[config.mk]
export PLATFORM = sky130hd
export DESIGN_NAME = loproc_divider
export DESIGN_NICKNAME = d
export VERILOG_FILES = /design/src/rtl/loproc_divider_pkg.sv /design/src/rtl/loproc_div_step.sv /design/src/rtl/loproc_divider.sv
export SDC_FILE = /design/constraint.sdc
export NUM_CORES = 1
export LEC_CHECK = 0
export CAP_MARGIN = 20
export CORE_MARGIN = 8
export CORE_UTILIZATION = 59
export CTS_BUF_LIST = sky130_fd_sc_hd__clkbuf_16
export CTS_CLUSTER_DIAMETER = 150
export DETAILED_ROUTE_END_ITERATION = 12
export DONT_BUFFER_PORTS = 1
export GPL_ROUTABILITY_DRIVEN = 0
export GPL_TIMING_DRIVEN = 0
export PLACE_DENSITY = 0.78
export SYNTH_ARGS = -nofsm -noshare
export SYNTH_HDL_FRONTEND = slang
export SYNTH_SLANG_ARGS = --single-unit
[constraint.sdc]
create_clock -name div_clk -period 4.9 [get_ports div_clk]
set_input_delay 0.49 -clock div_clk [delete_from_list [all_inputs] [get_ports div_clk]]
set_output_delay 0.49 -clock div_clk [all_outputs]
set_load 0.05 [all_outputs]
[src/rtl/loproc_divider_pkg.sv]
// Shared types and constants for the iterative restoring divider.
package loproc_divider_pkg;

  localparam int unsigned DefaultDataWidth = 32;

  typedef enum logic {
    DivIdle = 1'b0,
    DivBusy = 1'b1
  } div_state_e;

  // Width of the iteration counter; must hold the value DATA_WIDTH itself.
  function automatic int unsigned cnt_width(input int unsigned width);
    return $clog2(width) + 1;
  endfunction

endpackage

[src/rtl/loproc_div_step.sv]
// One combinational restoring-division step: shift in a dividend bit, trial-subtract divisor.
module loproc_div_step #(
  parameter int unsigned DATA_WIDTH = 32
) (
  input  logic [DATA_WIDTH-1:0] rem,
  input  logic                  dividend_bit,
  input  logic [DATA_WIDTH-1:0] divisor,
  output logic [DATA_WIDTH-1:0] rem_next,
  output logic                  q_bit
);

  logic [DATA_WIDTH:0] shifted;
  logic [DATA_WIDTH:0] trial;

  always_comb begin
    shifted = {rem, dividend_bit};
    trial   = shifted - {1'b0, divisor};
    // Sign bit of the extended difference tells whether the divisor fit.
    q_bit   = ~trial[DATA_WIDTH];
    if (q_bit) begin
      rem_next = trial[DATA_WIDTH-1:0];
    end else begin
      rem_next = shifted[DATA_WIDTH-1:0];
    end
  end

endmodule

[src/rtl/loproc_divider.sv]
// Radix-2 restoring integer divider, signed or unsigned, one quotient bit per cycle.
module loproc_divider
  import loproc_divider_pkg::*;
#(
  parameter int unsigned DATA_WIDTH = DefaultDataWidth
) (
  input  logic                  div_clk,
  input  logic                  div_rst_n,
  input  logic [DATA_WIDTH-1:0] in1,
  input  logic [DATA_WIDTH-1:0] in2,
  input  logic                  is_signed,
  input  logic                  valid_in,
  output logic                  ready,
  output logic [DATA_WIDTH-1:0] out_q,
  output logic [DATA_WIDTH-1:0] out_r,
  output logic                  div_by_zero,
  output logic                  valid_out
);

  localparam int unsigned CntW = cnt_width(DATA_WIDTH);

  div_state_e            state_q;
  logic [CntW-1:0]       count_q;
  logic [DATA_WIDTH-1:0] rem_q;
  logic [DATA_WIDTH-1:0] dvd_q;
  logic [DATA_WIDTH-1:0] dvs_q;
  logic                  sq_q;
  logic                  sr_q;

  logic [DATA_WIDTH-1:0] mag1;
  logic [DATA_WIDTH-1:0] mag2;
  logic [DATA_WIDTH-1:0] step_rem;
  logic                  step_q;
  logic [DATA_WIDTH-1:0] q_shift;

  always_comb begin
    mag1    = (is_signed && in1[DATA_WIDTH-1]) ? -in1 : in1;
    mag2    = (is_signed && in2[DATA_WIDTH-1]) ? -in2 : in2;
    // Dividend register doubles as the quotient accumulator.
    q_shift = {dvd_q[DATA_WIDTH-2:0], step_q};
  end

  loproc_div_step #(
    .DATA_WIDTH(DATA_WIDTH)
  ) u_step (
    .rem         (rem_q),
    .dividend_bit(dvd_q[DATA_WIDTH-1]),
    .divisor     (dvs_q),
    .rem_next    (step_rem),
    .q_bit       (step_q)
  );

  assign ready = (state_q == DivIdle);

  always_ff @(posedge div_clk) begin
    if (!div_rst_n) begin
      state_q     <= DivIdle;
      count_q     <= '0;
      rem_q       <= '0;
      dvd_q       <= '0;
      dvs_q       <= '0;
      sq_q        <= 1'b0;
      sr_q        <= 1'b0;
      out_q       <= '0;
      out_r       <= '0;
      div_by_zero <= 1'b0;
      valid_out   <= 1'b0;
    end else begin
      valid_out <= 1'b0;
      unique case (state_q)
        DivIdle: begin
          if (valid_in) begin
            if (in2 == '0) begin
              out_q       <= '1;
              out_r       <= in1;
              div_by_zero <= 1'b1;
              valid_out   <= 1'b1;
            end else begin
              sq_q    <= is_signed & (in1[DATA_WIDTH-1] ^ in2[DATA_WIDTH-1]);
              sr_q    <= is_signed & in1[DATA_WIDTH-1];
              dvd_q   <= mag1;
              dvs_q   <= mag2;
              rem_q   <= '0;
              count_q <= CntW'(DATA_WIDTH);
              state_q <= DivBusy;
            end
          end
        end
        DivBusy: begin
          rem_q   <= step_rem;
          dvd_q   <= q_shift;
          count_q <= count_q - 1'b1;
          if (count_q == CntW'(1)) begin
            out_q       <= sq_q ? -q_shift : q_shift;
            out_r       <= sr_q ? -step_rem : step_rem;
            div_by_zero <= 1'b0;
            valid_out   <= 1'b1;
            state_q     <= DivIdle;
          end
        end
        default: state_q <= DivIdle;
      endcase
    end
  end

endmodule

==> results of run 1 <==
## worst max path at each step
stage	startpoint	end	slack, ps	cells after the start
after CTS	dvd_q[31]	out_r[30]	20	23
final	rem_q[22]	out_r[30]	100	20
after floorplan	dvd_q[31]	out_r[30]	320	22
after detailed placement	dvd_q[31]	out_r[30]	-1170	22
after global placement	dvd_q[31]	out_r[30]	-1140	22
after global routing	rem_q[19]	out_r[30]	-40	20
## final cells by class
class                      instances  share of cell area [%]
inverter                          60                    1.70
clock buffer                      17                    3.18
clock inverter                    15                    1.36
tap                              270                    2.52
multi-input combinational       1290                    61.6
buffer                           103                    3.54
sequential                       171                    25.7
timing repair buffer               7                   0.449
## what timing repair did
item                                   4_1_cts  5_1_grt
hold buffers                                 0        0
buffers inserted                             3        3
resized for setup                           20       26
pin swaps                                    4        4
endpoints found under the hold margin        0        0
setup endpoints to repair                   25        9
## cell usage in the layout (no fill, tap or decap), types with 8 or more instances in the layout
master,n
sky130_fd_sc_hd__ha_1,35
sky130_fd_sc_hd__nor4_1,17
sky130_fd_sc_hd__o21ai_0,108
sky130_fd_sc_hd__buf_1,8
sky130_fd_sc_hd__nor3_1,51
sky130_fd_sc_hd__or3_1,17
sky130_fd_sc_hd__a21oi_1,155
sky130_fd_sc_hd__nor2_1,194
sky130_fd_sc_hd__inv_1,58
sky130_fd_sc_hd__and3_1,33
sky130_fd_sc_hd__o41ai_1,13
sky130_fd_sc_hd__nand2_1,125
sky130_fd_sc_hd__a221oi_1,9
sky130_fd_sc_hd__o21ai_1,10
sky130_fd_sc_hd__buf_2,20
sky130_fd_sc_hd__buf_4,8
sky130_fd_sc_hd__and2_1,23
sky130_fd_sc_hd__clkbuf_16,17
sky130_fd_sc_hd__xnor2_1,70
sky130_fd_sc_hd__o31ai_1,20
sky130_fd_sc_hd__nand2b_1,16
sky130_fd_sc_hd__o211ai_1,13
sky130_fd_sc_hd__a211oi_1,60
sky130_fd_sc_hd__dfxtp_1,163
sky130_fd_sc_hd__xor2_1,51
sky130_fd_sc_hd__a21o_1,10
sky130_fd_sc_hd__mux2i_1,28
sky130_fd_sc_hd__clkbuf_1,66
sky130_fd_sc_hd__o22ai_1,10
sky130_fd_sc_hd__nand4_1,11
sky130_fd_sc_hd__a311oi_1,10
sky130_fd_sc_hd__nand3_1,28
sky130_fd_sc_hd__or4_1,15
sky130_fd_sc_hd__a31oi_1,12
sky130_fd_sc_hd__o221a_2,9
## per-layer routing
metal,vias up,share of wire (%)
met5,-,0.030
met4,2,5.9
met3,208,12
li1,5969,-
met1,5928,36
met2,895,45
## power by group
part	switching (mW)	internal [mW]	total, mW
Sequential	0.293	1.57	1.86
Clock	0.691	0.729	1.42
Combinational	5.63	3.31	8.94
## sequential cells by signal (all words and copies together) (netlist names), 6 cells and up
signal and flops:
dvd_q 32, dvs_q 32, out_q 32, out_r 32, rem_q 32, count_q 6
## stage by stage
stage	total power [mW]	instances	hold WS (ps)	instance area, um^2	setup WS (ps)
6_report	12.2	1933	144	13400	101
5_1_grt	12.9	1933	157	13400	-40.4
4_1_cts	11.5	1933	146	13300	18.7
3_5_place_dp	9.82	1898	454	12600	-1170
3_3_place_gp	9.71	1897	448	12600	-1140
2_1_floorplan	7.81	1627	432	12200	321
## logic make-up after synthesis
family / synth area share, %
flip-flops: 28.0
multiplexers: 2.57
AO/OA/AOI/OAI: 28.5
XOR/XNOR: 8.66
adder cells (fa/ha/maj): 4.05
buffers and inverters: 5.53
AND/OR/NAND/NOR: 22.7
## critical path, cell delays in order (launching register included)
cell,delay (ps)
sky130_fd_sc_hd__dfxtp_1,380
sky130_fd_sc_hd__ha_1,430
sky130_fd_sc_hd__nand4_1,290
sky130_fd_sc_hd__nor4_4,460
sky130_fd_sc_hd__a211o_1,190
sky130_fd_sc_hd__a41o_2,170
sky130_fd_sc_hd__o2bb2ai_2,160
sky130_fd_sc_hd__nor2_4,60
sky130_fd_sc_hd__inv_4,140
sky130_fd_sc_hd__buf_4,230
sky130_fd_sc_hd__buf_8,200
sky130_fd_sc_hd__nor2_1,80
sky130_fd_sc_hd__a21oi_2,170
sky130_fd_sc_hd__ha_4,210
sky130_fd_sc_hd__inv_2,90
sky130_fd_sc_hd__a21oi_2,170
sky130_fd_sc_hd__a41o_1,270
sky130_fd_sc_hd__or3b_4,410
sky130_fd_sc_hd__o31ai_2,210
sky130_fd_sc_hd__xor2_1,240
sky130_fd_sc_hd__a221oi_2,80
==> out/qor_table.md, run 1 <==
| Parameter | This run | Unit |
|---|---|---|
| Outcome | complete, no violations | - |
| Maximum clock path buffer count | 2 | - |
| Wirelength, routed | 43600 | um |
| Count of flip-flops with a built-in enable after synthesis | 0 | - |
| Met2 capacity usage during global routing | 52.9 | % |
| Height of the die | 160 | um |
| Number of H-tree levels | 4 | - |
| Worst endpoint required time | 5210 | ps |
| Post-route antenna net violation count | 0 | - |
| Worst-path maximum fanout | 10 | - |
| TritonCTS clock tree | built | - |
| Via Count | 13000 | - |
| Half-perimeter wire length of the detailed placement result | 32900 | um |
| Area used by multi-input combinational logic | 8240 | um^2 |
| Total nets after synthesis | 1734 | - |
| Detail-routed via count per cell | 6.73 | - |
| Initial standard-cell utilization of the core | 60.3 | % |
| Most frequent cells after synthesis | 194 x sky130_fd_sc_hd__nor2_1, 171 x sky130_fd_sc_hd__dfxtp_1, 161 x sky130_fd_sc_hd__a21oi_1 | - |
| Cell taking the most area after synthesis | sky130_fd_sc_hd__dfxtp_1 | - |
| Layout Skew | 11.7 | ps |
| Met3 GRT Util | 8.28 | % |
| Seq/Total Area, Yosys | 28.0 | % |
| DRC violation count after routing | 0 | - |
| Die span in x | 160 | um |
| Peak supply drop | 0.000623 | V |
| Total standard cell area after synthesis | 12200 | um^2 |
| Clock Latency Late Sink | 450 | ps |
| First-pass GRT wire length | 67300 | um |
| Minimum clock period | 4800 | ps |
| Number of antenna violations at the first check in global routing | 1 | - |
| Synthesized instance count | 1627 | - |
| Worst R2R End | out_r[30] | - |
| Clock root buffer | sky130_fd_sc_hd__clkbuf_16 | - |
| Worst min-delay path startpoint | in1[17] | - |
| Hold Crit Endpoint | dvd_q[17] | - |
| Grt peak-use layer | met2 | - |
| Layout filler cell count | 1809 | - |
| DRT Pass-1 Iters | 8 | - |
| Ys async rst share | 0 | % |
| Nets@finish | 1757 | - |
| I/O Buffers | 0 | - |
| Met1 usage in global routing | 38.3 | % |
| Sequential Area | 3440 | um^2 |
| Max Fclk | 0.208 | GHz |
| Final max-slew violation count | 0 | - |
| Iteration-0 DRC Markers | 1619 | - |
| Worst Path Class, Setup | register to register | - |
| Overall Global Routing Usage | 32.7 | % |
| FF+latch count, synth | 171 | - |
| Number of clock buffers inserted by TritonCTS | 17 | - |
| Hold path depth | 1 | - |
| Fraction of post-synthesis cell area in the top cell type by area | 28.0 | % |
| Depth of the worst register-to-register path | 20 | - |
| Distinct cell type count of the synthesized netlist | 91 | - |
| Clock transition at the register clock pins on the worst setup and hold paths after CTS | 80 | ps |
| Pwr per Cell Area | 914 | nW/um^2 |
| Nature of the critical path startpoint | register | - |
| Total clock sinks | 171 | - |
| Antenna fix cells | 0 | - |
| Number of global-route vias before repair | 12200 | - |
| Routed length per instance | 22.6 | um |
| P&R area growth vs syn | 9.39 | % |
| Slew of the pin with the lowest slew margin | 933 | ps |
| Leading cell types by total area after synthesis | sky130_fd_sc_hd__dfxtp_1 28%, sky130_fd_sc_hd__a21oi_1 6.6%, sky130_fd_sc_hd__nor2_1 6.0% | - |
| Sum of overflow across all layers after global routing | 0 | - |
| Worst min-delay path class | input port to register | - |
| Cell with the most instances after synthesis | sky130_fd_sc_hd__nor2_1 | - |
| Setup-violating endpoint count in the final report | 0 | - |
| Number of warnings issued by yosys | 0 | - |
| Max-capacitance violation count | 0 | - |
| WP data arrival | 5100 | ps |
| Fraction of layout cells with a size suffix above 1 | 8.30 | % |
| Tightest slew margin relative to the limit | 37.8 | % |
| Dominant register cell in the synthesized netlist | sky130_fd_sc_hd__dfxtp_1 | - |
| Core box area | 20300 | um^2 |
| Std cell rows | 52 | - |
| Ports | 135 | - |
| Startpoint of the most critical register-to-register path | rem_q[22] | - |
| Average size of a mapped cell | 7.52 | um^2 |
| Hold Fails Final Rpt | 0 | - |
| Leak pwr | 5.10 | nW |
| Floorplan die area | 25600 | um^2 |
| Post-route clock period utilization | 97.9 | % |
| Setup slack on the worst flop-to-flop path | 100 | ps |
| Element type at the critical path end | register | - |
| Total Neg Setup Slack | 0 | ps |
| Pin count of the biggest net entering global routing | 19 | - |
| Post-layout utilization of the core | 65.9 | % |
No activity file was read; power rests on OpenSTA's default activity.
==> run 2, diff against run 1 <==
--- a/config.mk
+++ b/config.mk
@@ -5,7 +5,6 @@
 export SDC_FILE = /design/constraint.sdc
 export NUM_CORES = 1
 export LEC_CHECK = 0
-export CAP_MARGIN = 20
 export CORE_MARGIN = 8
 export CORE_UTILIZATION = 59
 export CTS_BUF_LIST = sky130_fd_sc_hd__clkbuf_16
==> out/qor_table.md, run 2 (synthesis results as in run 1) <==
| Parameter | This run | Unit | vs previous |
|---|---|---|---|
| Pwr per Cell Area | 913 | nW/um^2 | -0.12% |
| Setup-violating endpoint count in the final report | 0 | - | unchanged |
| Number of antenna violations at the first check in global routing | 1 | - | unchanged |
| Std cell rows | 52 | - | unchanged |
| Most common cell after layout, fill and taps aside | sky130_fd_sc_hd__nor2_1 | - |  |
| Least setup slack across all paths after layout | 152 | ps | +50.7 ps |
| Post-route antenna net violation count | 0 | - | unchanged |
| Worst endpoint required time | 5190 | ps | -20 ps |
| Element type at the critical path end | register | - |  |
| P&R area growth vs syn | 9.19 | % |  |
| Startpoint of the most critical register-to-register path | rem_q[6] | - |  |
| Hold Fails Final Rpt | 0 | - | unchanged |
| Layout Skew | 12.3 | ps | +0.579 ps |
| Layout filler cell count | 1830 | - | +1.2% |
| Worst-path maximum fanout | 10 | - | unchanged |
| Detail-routed via count per cell | 6.68 | - | -0.66% |
| Nature of the critical path startpoint | register | - |  |
| Outcome | complete, no violations | - |  |
| Wirelength, routed | 43400 | um | -0.48% |
| Sum of overflow across all layers after global routing | 0 | - | unchanged |
| Sequential Area | 3430 | um^2 | about the same |
| Initial standard-cell utilization of the core | 60.3 | % | unchanged |
| Worst Path Class, Setup | register to register | - |  |
| DRC violation count after routing | 0 | - | unchanged |
| Worst min-delay path startpoint | in1[18] | - |  |
| Overall Global Routing Usage | 32.7 | % | about the same |
| Total clock sinks | 171 | - | unchanged |
| Tightest slew margin relative to the limit | 0.836 | % | -37 points |
| Nets@finish | 1753 | - | -0.23% |
| Height of the die | 160 | um | unchanged |
| Number of H-tree levels | 4 | - | unchanged |
| TritonCTS clock tree | built | - |  |
| Setup slack on the worst flop-to-flop path | 150 | ps | +50 ps |
| Clock Latency Late Sink | 450 | ps | about the same |
| I/O Buffers | 0 | - | unchanged |
| Routed length per instance | 22.5 | um | -0.27% |
| DRT Pass-1 Iters | 6 | - | -2 |
| Maximum clock path buffer count | 2 | - | unchanged |
| WP data arrival | 5040 | ps | -60 ps |
| Max Fclk | 0.211 | GHz | +1.1% |
| Fraction of layout cells with a size suffix above 1 | 7.84 | % | -0.46 points |
| Area used by multi-input combinational logic | 8240 | um^2 | unchanged |
| Worst min-delay path class | input port to register | - |  |
| Number of clock buffers inserted by TritonCTS | 17 | - | unchanged |
| Floorplan die area | 25600 | um^2 | unchanged |
| Clock transition at the register clock pins on the worst setup and hold paths after CTS | 70 | ps | about the same |
| Peak supply drop | 0.000752 | V | +21% |
| Worst R2R End | out_r[30] | - |  |
| Core box area | 20300 | um^2 | unchanged |
| Commonest cells after routing, fill and taps aside | 194 x sky130_fd_sc_hd__nor2_1, 165 x sky130_fd_sc_hd__dfxtp_1, 157 x sky130_fd_sc_hd__a21oi_1 | - |  |
| Slew of the pin with the lowest slew margin | 1490 | ps | +554 ps |
| Max-capacitance violation count | 0 | - | unchanged |
| Iteration-0 DRC Markers | 1575 | - | -2.7% |
| Hold path depth | 1 | - | unchanged |
| Ports | 135 | - | unchanged |
| Half-perimeter wire length of the detailed placement result | 32900 | um | about the same |
| Clock root buffer | sky130_fd_sc_hd__clkbuf_16 | - |  |
| Post-place setup slack | -1140 | ps | +36.0 ps |
| Hold Crit Endpoint | dvd_q[18] | - |  |
| Pin count of the biggest net entering global routing | 18 | - | -1 |
| Number of global-route vias before repair | 12200 | - | +0.065% |
| Post-route clock period utilization | 96.9 | % | -1.0 points |
| First-pass GRT wire length | 67400 | um | about the same |
| Depth of the worst register-to-register path | 21 | - | +5.0% |
| Minimum clock period | 4750 | ps | -50.7 ps |
| Die span in x | 160 | um | unchanged |
| Via Count | 12900 | - | -0.87% |
| Antenna fix cells | 0 | - | unchanged |
| Tot Pwr | 12.2 | mW | -0.30% |
| Final max-slew violation count | 0 | - | unchanged |
| Leak pwr | 5.09 | nW | -0.16% |
==> run 2: worst max-delay path: stages (launching register included) <==
cell,delay (ps)
sky130_fd_sc_hd__dfxtp_1,480
sky130_fd_sc_hd__ha_1,280
sky130_fd_sc_hd__clkbuf_4,180
sky130_fd_sc_hd__a21oi_4,280
sky130_fd_sc_hd__a2111oi_4,130
sky130_fd_sc_hd__and2_4,180
sky130_fd_sc_hd__a21o_1,240
sky130_fd_sc_hd__a211oi_4,310
sky130_fd_sc_hd__nor2_4,80
sky130_fd_sc_hd__inv_4,130
sky130_fd_sc_hd__buf_4,220
sky130_fd_sc_hd__buf_6,210
sky130_fd_sc_hd__nor2_1,70
sky130_fd_sc_hd__a21oi_2,160
sky130_fd_sc_hd__ha_4,200
sky130_fd_sc_hd__inv_2,90
sky130_fd_sc_hd__a21oi_4,160
sky130_fd_sc_hd__a41o_1,230
sky130_fd_sc_hd__or3b_4,410
sky130_fd_sc_hd__o31ai_2,210
sky130_fd_sc_hd__xor2_1,230
sky130_fd_sc_hd__a221oi_2,80
==> run 2: worst max-delay path by stage <==
stage,start,end,slack [ps]
6_report,rem_q[6],out_r[30],150
3_3_place_gp,dvd_q[31],out_r[30],-1140
2_1_floorplan,dvd_q[31],out_r[30],320
4_1_cts,dvd_q[31],out_r[30],6
5_1_grt,dvs_q[8],out_r[30],-40
3_5_place_dp,dvd_q[31],out_r[30],-1140
==> run 2: area by class of cell <==
class	count	area share, %
Clock buffer	17	3.19
Multi-Input combinational cell	1290	61.7
Inverter	60	1.71
Timing Repair Buffer	3	0.169
Tap cell	270	2.53
Clock inverter	15	1.53
Sequential cell	171	25.7
Buffer	103	3.49
==> run 2: per-layer routing <==
layer  track usage (%)  wire (um)  vias up
li1                  -          -     5962
met3              9.56       5480      199
met4              19.3       2770        0
met1              37.8      15900     5905
met5                 0          0        -
met2              53.0      19300      823
==> run 2: power breakdown <==
part | switching (mW) | total (mW) | internal, mW
logic | 5.58 | 8.84 | 3.26
clock network | 0.663 | 1.49 | 0.824
registers | 0.292 | 1.86 | 1.57
==> run 2: per-stage QoR <==
stage          hold slack, ps  setup TNS, ps  cell area, um^2  util [%]  std cells
3_5_place_dp              454         -14940            12600      61.9       1897
6_report                  149              0            13400      65.8       1929
5_1_grt                   157          -49.6            13400      65.8       1929
4_1_cts                   144              0            13300      65.4       1930
3_3_place_gp              448         -14140            12600      61.9       1897
2_1_floorplan             432              0            12200         -       1627
==> run 2: timing repair <==
item	CTS	global route
setup buffers	1	2
resized for setup	18	25
hold buffers	0	0
pin swaps	4	3
setup endpoints to repair	25	13
